### config.mk
export PLATFORM = sky130hd
export DESIGN_NAME = ictlb_fwd_arb
export DESIGN_NICKNAME = d
export VERILOG_FILES = /design/src/rtl/ictlb_fwd_arb_pkg.sv /design/src/rtl/ictlb_fwd_arb_fflop.sv /design/src/rtl/ictlb_fwd_arb.sv
export SDC_FILE = /design/constraint.sdc
export NUM_CORES = 1
export LEC_CHECK = 0
export CAP_MARGIN = 20
export CELL_PAD_IN_SITES_DETAIL_PLACEMENT = 0
export CELL_PAD_IN_SITES_GLOBAL_PLACEMENT = 1
export CORE_MARGIN = 2
export CORE_UTILIZATION = 31
export DETAILED_ROUTE_END_ITERATION = 16
export PLACE_DENSITY_LB_ADDON = 0.15
export SLEW_MARGIN = 20
export SYNTH_ARGS = -nofsm -noshare
export SYNTH_HDL_FRONTEND = slang
export SYNTH_HIERARCHICAL = 1
export SYNTH_SLANG_ARGS = --single-unit
### constraint.sdc
create_clock -name clk -period 2.7 [get_ports clk]
set_clock_uncertainty 0.05 [all_clocks]
set_input_delay 0.27 -clock clk [delete_from_list [all_inputs] [get_ports clk]]
set_output_delay 0.27 -clock clk [all_outputs]
set_load 0.005 [all_outputs]
### src/rtl/ictlb_fwd_arb_pkg.sv
`default_nettype none
// ============================================================================
// Module      : ictlb_fwd_arb_pkg
// Description : Shared types and address-slice constants for the ICTLB forward port.
// Revision    : 1.0 - initial release
// ============================================================================
package ictlb_fwd_arb_pkg;

    localparam int ICTLB_HPA_LSB = 12;
    localparam int ICTLB_HPA_MSB = 22;

    localparam int c_core_id_w = 5;
    localparam int c_laddr_w   = 39;
    localparam int c_hpa_w     = ICTLB_HPA_MSB - ICTLB_HPA_LSB + 1;
    localparam int c_ppa_w     = 3;

    typedef struct packed {
        logic [c_core_id_w-1:0] coreid;
        logic [c_laddr_w-1:0]   laddr;
    } I_coretoictlb_pc_type;

    typedef struct packed {
        logic [c_laddr_w-1:0] laddr;
        logic                 l2;
    } I_pfetol1tlb_req_type;

    typedef struct packed {
        logic [c_core_id_w-1:0] coreid;
        logic                   prefetch;
        logic                   fault;
        logic [c_hpa_w-1:0]     hpaadr;
        logic [c_ppa_w-1:0]     ppaadr;
    } I_l1tlbtol1_fwd_type;

    // Identity translation: the physical page bits are the linear page bits.
    function automatic I_l1tlbtol1_fwd_type ictlb_make_fwd(
        input logic [c_core_id_w-1:0] coreid,
        input logic                   prefetch,
        input logic [c_hpa_w-1:0]     hpa
    );
        I_l1tlbtol1_fwd_type f;
        f.coreid   = coreid;
        f.prefetch = prefetch;
        f.fault    = 1'b0;
        f.hpaadr   = hpa;
        f.ppaadr   = hpa[c_ppa_w-1:0];
        return f;
    endfunction

endpackage
`default_nettype wire

### src/rtl/ictlb_fwd_arb_fflop.sv
`default_nettype none
// ============================================================================
// Module      : fflop
// Description : 2-entry registered FIFO; input retry is a pure function of occupancy.
// Revision    : 1.0 - initial release
// ============================================================================
module fflop #(
    parameter int SIZE = 8
) (
    input  logic            clk,
    input  logic            rst,
    input  logic            i_din_valid,
    output logic            o_din_retry,
    input  logic [SIZE-1:0] i_din,
    output logic            o_q_valid,
    input  logic            i_q_retry,
    output logic [SIZE-1:0] o_q
);

    logic [SIZE-1:0] r_mem [2];
    logic            r_rd_ptr;
    logic            r_wr_ptr;
    logic [1:0]      r_cnt;
    logic            w_enq;
    logic            w_deq;

    // Retry never looks at the output side, so a full buffer stalls even while draining.
    assign o_din_retry = (r_cnt == 2'd2);
    assign o_q_valid   = (r_cnt != 2'd0);
    assign o_q         = r_mem[r_rd_ptr];
    assign w_enq       = i_din_valid & ~o_din_retry;
    assign w_deq       = o_q_valid & ~i_q_retry;

    always_ff @(posedge clk or posedge rst) begin
        if (rst) begin
            r_rd_ptr <= 1'b0;
            r_wr_ptr <= 1'b0;
            r_cnt    <= 2'd0;
        end else begin
            if (w_enq) r_wr_ptr <= ~r_wr_ptr;
            if (w_deq) r_rd_ptr <= ~r_rd_ptr;
            case ({w_enq, w_deq})
                2'b10:   r_cnt <= r_cnt + 2'd1;
                2'b01:   r_cnt <= r_cnt - 2'd1;
                default: r_cnt <= r_cnt;
            endcase
        end
    end

    always_ff @(posedge clk) begin
        if (w_enq) r_mem[r_wr_ptr] <= i_din;
    end

endmodule
`default_nettype wire

### src/rtl/ictlb_fwd_arb.sv
`default_nettype none
// ============================================================================
// Module      : ictlb_fwd_arb
// Description : Core/prefetch arbiter for the ICTLB forward port with bounded prefetch starvation.
// Revision    : 1.0 - initial release
// ============================================================================
module ictlb_fwd_arb
    import ictlb_fwd_arb_pkg::*;
#(
    parameter int STARVE_LIMIT = 4
) (
    input  logic                 clk,
    input  logic                 reset,
    input  logic                 coretoictlb_pc_valid,
    output logic                 coretoictlb_pc_retry,
    input  I_coretoictlb_pc_type coretoictlb_pc,
    input  logic                 pfetol1tlb_req_valid,
    output logic                 pfetol1tlb_req_retry,
    input  I_pfetol1tlb_req_type pfetol1tlb_req,
    output logic                 l1tlbtol1_fwd_valid,
    input  logic                 l1tlbtol1_fwd_retry,
    output I_l1tlbtol1_fwd_type  l1tlbtol1_fwd
);

    localparam logic [3:0] c_starve_limit = 4'(STARVE_LIMIT);

    logic                r_starve_cnt_unused_guard;
    logic [3:0]          r_starve_cnt;
    logic [3:0]          w_starve_nxt;
    logic                w_full;
    logic                w_pf_elig;
    logic                w_force;
    logic                w_grant_pf;
    logic                w_grant_core;
    logic [c_hpa_w-1:0]  w_core_hpa;
    logic [c_hpa_w-1:0]  w_pf_hpa;
    I_l1tlbtol1_fwd_type w_enq_data;
    logic                w_unused;

    assign w_pf_elig    = pfetol1tlb_req_valid & ~pfetol1tlb_req.l2;
    assign w_force      = (r_starve_cnt == c_starve_limit);
    assign w_grant_pf   = w_pf_elig & ~w_full & (w_force | ~coretoictlb_pc_valid);
    assign w_grant_core = coretoictlb_pc_valid & ~w_full & ~w_grant_pf;

    // An l2 prefetch is never retried: it is swallowed without being forwarded.
    assign coretoictlb_pc_retry = w_full | w_grant_pf;
    assign pfetol1tlb_req_retry = w_pf_elig & ~w_grant_pf;

    assign w_core_hpa = coretoictlb_pc.laddr[ICTLB_HPA_MSB:ICTLB_HPA_LSB];
    assign w_pf_hpa   = pfetol1tlb_req.laddr[ICTLB_HPA_MSB:ICTLB_HPA_LSB];
    assign w_enq_data = w_grant_pf ? ictlb_make_fwd('0, 1'b1, w_pf_hpa)
                                   : ictlb_make_fwd(coretoictlb_pc.coreid, 1'b0, w_core_hpa);

    assign w_unused = ^{coretoictlb_pc.laddr[c_laddr_w-1:ICTLB_HPA_MSB+1],
                        coretoictlb_pc.laddr[ICTLB_HPA_LSB-1:0],
                        pfetol1tlb_req.laddr[c_laddr_w-1:ICTLB_HPA_MSB+1],
                        pfetol1tlb_req.laddr[ICTLB_HPA_LSB-1:0],
                        r_starve_cnt_unused_guard};
    assign r_starve_cnt_unused_guard = 1'b0;

    always_comb begin
        w_starve_nxt = r_starve_cnt;
        if (w_grant_pf || !w_pf_elig) begin
            w_starve_nxt = 4'd0;
        end else if (w_grant_core && (r_starve_cnt != c_starve_limit)) begin
            w_starve_nxt = r_starve_cnt + 4'd1;
        end
    end

    always_ff @(posedge clk or posedge reset) begin
        if (reset) begin
            r_starve_cnt <= 4'd0;
        end else begin
            r_starve_cnt <= w_starve_nxt;
        end
    end

    fflop #(
        .SIZE($bits(I_l1tlbtol1_fwd_type))
    ) u_fflop (
        .clk         (clk),
        .rst         (reset),
        .i_din_valid (w_grant_pf | w_grant_core),
        .o_din_retry (w_full),
        .i_din       (w_enq_data),
        .o_q_valid   (l1tlbtol1_fwd_valid),
        .i_q_retry   (l1tlbtol1_fwd_retry),
        .o_q         (l1tlbtol1_fwd)
    );

endmodule
`default_nettype wire

* Word level (Yosys, flattened, before mapping)
Memory sizes are Yosys's and may differ from the RTL's. Cells that the tools add are included.
Cells by class: $add $sub $neg 3, equality and inequality tests 5, muxes and demuxes 6, bitwise logic cells 18, reduce and logical (&&, ||, !) cells 6
Operators with widths (count):
- 2-to-1 mux 21 bit | 1
- AND 1 bit | 8
- 2-to-1 mux 4 bit | 2
- inverter 1 bit | 7
- nonzero test 2 bit | 3
- adder 4 x 1 -> 4 bit, second input constant | 1
- equality test 2 bit, second input constant | 2
- equality test 4 x 3 -> 1 bit, second input constant | 1
- inequality test 4 x 3 -> 1 bit, second input constant | 1
- case mux 2 bit (2 select lines) | 1
- bitwise OR 1 bit | 3
- adder 2 x 1 -> 2 bit, second input constant | 1
- equality test 2 x 1 -> 1 bit, second input constant | 1
- 2-to-1 mux 1 bit | 2
- subtractor 2 x 1 -> 2 bit, second input constant | 1
- logical AND 1 bit | 1
- logical NOT 1 bit | 1
- logical OR 1 bit | 1
Storage, ports and cells: register bits after elaboration 8, bits in writable memories 42, input bits 89, word-level logic and storage cells 43, memories 1
Memory list:
- u_fflop.r_mem | words 2, bits a word 21, read ports 1, clocked after Yosys merged registers in 0, wr ports 1, line ictlb_fwd_arb_fflop.sv:20 | logic [SIZE-1:0] r_mem [2];

* Logic depth before layout (Yosys ltp)
depth after elaboration 10, depth in mapped cells 9, gate-level depth less buffers 8

* By module
Netlist, hierarchy kept.
By module, submodules not included:
- fflop | times used 1, cells an instance 84, area each 1720.4 um^2, sequential area each 1361.3 um^2
- ictlb_fwd_arb | times used 1, cells an instance 57, area each 504.2 um^2, sequential area each 100.1 um^2

* Worst setup path before layout
No wires, ideal clock.
path kind register to register, from register u_fflop.r_cnt[0], to memory u_fflop/r_mem[0][0] (netlist bit) (enable), library setup time 0.399 ns, arrival time 1.954 ns, required time 2.251 ns, setup slack 0.297 ns, cell stages (with the launch flop) 7, clock period less this slack 2.403 ns, cell sequence dfrtp_1 nand2b_1 inv_1 clkbuf_1 a21oi_1 nand2_1 nor2_1
On the way: cells in the longest elaborated chain, start to end 10, elaborated cells between the ends (all ways) 11, classes of those cells 1 x eq/ne; 2 x mux; 8 x bitwise
RTL lines:
- from (decl) | line ictlb_fwd_arb_fflop.sv:23 | logic [1:0] r_cnt;
- from (signal assigned) | line ictlb_fwd_arb_fflop.sv:43 | 2'b10: r_cnt <= r_cnt + 2'd1;
- from (signal assigned) | line ictlb_fwd_arb_fflop.sv:44 | 2'b01: r_cnt <= r_cnt - 2'd1;
- from (signal assigned) | line ictlb_fwd_arb_fflop.sv:45 | default: r_cnt <= r_cnt;
- equality test 2 bit * | line ictlb_fwd_arb_fflop.sv:28 | assign o_din_retry = (r_cnt == 2'd2);
- named net w_full | line ictlb_fwd_arb.sv:30 | logic w_full;
- inverter 1 bit * | line ictlb_fwd_arb_fflop.sv:31, ictlb_fwd_arb.sv:42, ictlb_fwd_arb.sv:43
- AND 1 bit (2 in a row) | line ictlb_fwd_arb.sv:42 | assign w_grant_pf = w_pf_elig & ~w_full & (w_force | ~coretoictlb_pc_valid);
- inverter 1 bit | line ictlb_fwd_arb.sv:43 | assign w_grant_core = coretoictlb_pc_valid & ~w_full & ~w_grant_pf;
- AND 1 bit | line ictlb_fwd_arb.sv:43
- bitwise OR 1 bit | line ictlb_fwd_arb.sv:83 | .i_din_valid (w_grant_pf | w_grant_core),
- AND 1 bit * | line ictlb_fwd_arb_fflop.sv:31 | assign w_enq = i_din_valid & ~o_din_retry;
- 2-to-1 mux 1 bit * | line ictlb_fwd_arb_fflop.sv:51 | if (w_enq) r_mem[r_wr_ptr] <= i_din;
- 2-to-1 mux 1 bit (not written as such) * | line ictlb_fwd_arb_fflop.sv:51
- to (decl) | line ictlb_fwd_arb_fflop.sv:20
The timed path passes the listed nets; every way through them passes the cells marked *.

* Final worst setup path
from register r_starve_cnt[0], to output port coretoictlb_pc_retry
On the way: cells in the longest elaborated chain, start to end 4
RTL lines:
- from (decl) | line ictlb_fwd_arb.sv:28 | logic [3:0] r_starve_cnt;
- from (signal assigned) | line ictlb_fwd_arb.sv:74 | r_starve_cnt <= w_starve_nxt;
- equality test 4 x 3 -> 1 bit | line ictlb_fwd_arb.sv:41 | assign w_force = (r_starve_cnt == c_starve_limit);
- bitwise OR 1 bit | line ictlb_fwd_arb.sv:42
- AND 1 bit | line ictlb_fwd_arb.sv:42
- bitwise OR 1 bit | line ictlb_fwd_arb.sv:46 | assign coretoictlb_pc_retry = w_full | w_grant_pf;
- to (decl) | line ictlb_fwd_arb.sv:15 | output logic coretoictlb_pc_retry,
Every way passes these cells.

==> run_results.csv <==
group,metric,value,unit
logic_synthesis,ys_seq_area_share,65.7,%
sta,setup-violations-final,0,
critical_path,cp_num_buf_inv,2,
clocking,path_clk_slew,0.10,ns
sta,fin_crit,2.25,ns
detailed_routing,ant_nets,0,
finish,area_growth,36.3,%
clocking,cts_root_buf,"clkbuf_8",
global_route,grt_overflow_total,0,
critical_path,max_stage_delay,0.45,ns
sta,max_freq,445,MHz
place,placed_cells,295,
clocking,cts_made_buffers,5,
clocking,clkLatencyLatePin,0.30,ns
finish,fin_cells,303,
logic_synthesis,synth-compound-area-share,2.59,%
die,start_util,32.4,%
clocking,cts_buffer_depth,2,
detailed_routing,wl,4.20,mm
pwr,power.density,899,nW/um2
detailed_routing,wl_per_cell,13.9,um
outcome,status,"finished, final reports clean",
worst_hold_path,hold_path_class,"in2async",
clocking,cts_tree,"built",
sta,holdWs,0.123,ns
die,die_w,88.7,um
global_route,antenna_found_initial,0,
job,maxCapViolations,0,
finish,drive_gt1_share,25.1,%
finish,final_common_cell,"clkdlybuf4s50_1",
finish,final_util,44.2,%
logic_synthesis,yosys.area_share.simple,8.32,%
critical_path,cpMaxStageDelayCell,"clkdlybuf4s50_1",
finish,final_cell_mix,"56 x clkdlybuf4s50_1, 42 x edfxtp_1, 28 x mux2_2",
pwr,irDropWorstVdd,0.415,mV
logic_synthesis,synth_seq_cells,50,
detailed_routing,drt_iter0_markers,63,
logic_synthesis,yosysWarnings,6,
clocking,h-tree-depth,2,
die,placementRows,30,
global_route,grt_usage,11.1,%
die,die_area,7870,um2
logic_synthesis,ys_types,28,
clocking,cts.sinks,50,
detailed_routing,via_per_inst,4.38,
global_route,grt_pass1_vias,1455,
place,dp_hpwl,3.03,mm
sta,period_share,83.3,%
sta,tns,0,ns
logic_synthesis,synthMuxAreaShare,16.9,%
finish,num-nets-final,298,
pwr,leakage,1.08,nW
die,top_level_ports,113,
logic_synthesis,syn_avg_cell_area,15.8,um2
detailed_routing,drcViolationCount,0,
finish,diodes,0,
critical_path,path_delay_family,"buffers and inverters",
logic_synthesis,synth_fa_ha_area_share,1.69,%
logic_synthesis,synth_xor_area_share,1.97,%
die,die_height,88.7,um
sta,rsz0062_at_grt,"false",
clocking,post_cts_buffers,0,
place,gp_congestion,0.738,
clocking,ctsHoldBuffers,0,
detailed_routing,vias,1327,
place,port_buffers,56,
global_route,grt_pass1_wl,6.51,mm
critical_path,critPathKind,"reg2out",
critical_path,crit_arrival,1.93,ns
logic_synthesis,netlist_area,2220,um2
die,coreArea,6870,um2
global_route,grt_max_degree,19,
critical_path,cp-end-kind,"output port",
critical_path,start_kind,"flop",
sta,slew_viol_final,0,
logic_synthesis,synth_top_family_by_area,"multiplexers",
critical_path,cp_cell_sequence,"inv_1, ha_1, nand3b_4, a21oi_1, or2_2, clkdlybuf4s50_1",
detailed_routing,drt_first_pass_iters,4,
logic_synthesis,synthCells,141,
sta,hold_viol_final,0,
clocking,cts-resized-gates,0,
critical_path,worstPathMaxFanout,7,
critical_path,cp_data_required_time,2.38,ns
## synth_stat cells
cell	n	share of area, %
or2_2	1	0.28
nor2b_4	1	0.62
ha_1	3	1.7
and3_1	2	0.56
nand3b_1	1	0.34
nand3b_4	1	0.90
buf_4	2	0.67
xor2_1	2	0.79
or2_1	1	0.28
nand3_1	2	0.45
nand2_1	5	0.84
nand2b_1	2	0.56
nor2_1	6	1.0
buf_6	1	0.51
a31oi_1	2	0.56
nor2b_1	5	1.4
xnor2_1	3	1.2
clkbuf_1	3	0.51
conb_1	1	0.17
nand4_1	1	0.28
mux2_2	28	14
a21oi_1	5	1.1
mux2_4	4	2.7
edfxtp_1	42	57
inv_1	6	1.0
dfrtp_1	8	9.0
a211oi_4	1	0.90
nand4b_1	2	0.79
## per-layer routing
metal / part of all wire [%] / vias to the layer above / GRT usage, %
met1: 40 / 643 / 12.4
met5: 0 / - / 0
met4: 0.88 / 0 / 3.31
li1: - / 638 / -
met2: 53 / 42 / 20.4
met3: 5.6 / 4 / 3.17
## path summary, 6_finish.rpt
check / start / depth (start not counted) / to / slack (ns)
worst max-delay path: r_starve_cnt[0] / 6 / coretoictlb_pc_retry / 0.45
worst min-delay path: reset / 2 / u_fflop/r_cnt[0] / 0.12
worst max register to register: u_fflop/r_cnt[0] / 6 / u_fflop/r_mem[0][9] / 0.65
worst min register to register: u_fflop/r_cnt[1] / 1 / u_fflop/r_cnt[1] / 0.45
max in group asynchronous: reset / 2 / u_fflop/r_wr_ptr / 2.31
min in group clk: u_fflop/r_cnt[1] / 1 / u_fflop/r_cnt[1] / 0.45
## state kept, by name (all words and copies together) (netlist names)
name              flops
r_starve_cnt          4
u_fflop/r_cnt         2
u_fflop/r_mem        42
u_fflop/r_rd_ptr      1
u_fflop/r_wr_ptr      1
## area by class of cell
| class | count | area [um2] |
|---|---|---|
| clock buffers | 5 | 68.8 |
| clock inverters | 3 | 25.0 |
| fillers | 624 | 3840 |
| inverters | 6 | 22.5 |
| multi-input cells | 80 | 709 |
| flip-flops and latches | 50 | 1460 |
| well taps | 96 | 120 |
| repair buffers | 63 | 626 |
## report_power, final
part / total, W / internal (W) / switching [W]
Clock: 0.000436 / 0.000187 / 0.000249
Sequential: 0.00118 / 0.00111 / 0.0000763
Combinational: 0.00111 / 0.000658 / 0.000452
Total: 0.00273 / 0.00195 / 0.000777
## through the flow
step,worst slack [ns],area (um2),power (W)
after global routing,0.307,3030,0.00291
after detailed placement,0.383,2940,0.00233
after floorplan,0.297,2230,0.00176
after CTS,0.432,3030,0.00278
after global placement,0.418,2940,0.00229
final,0.451,3030,0.00273
## logic make-up (layout without fill, tap and decap cells)
kind of cell	Yosys count	count (layout)
xor gates and xnor gates	5	5
DFF	50	50
buffers and inverters	12	77
AOI/OAI and AO/OA	8	8
other	1	2
muxes	32	32
and+or+nand+nor	30	30
adders and majority gates	3	3
(Power assumes the default switching activity.)
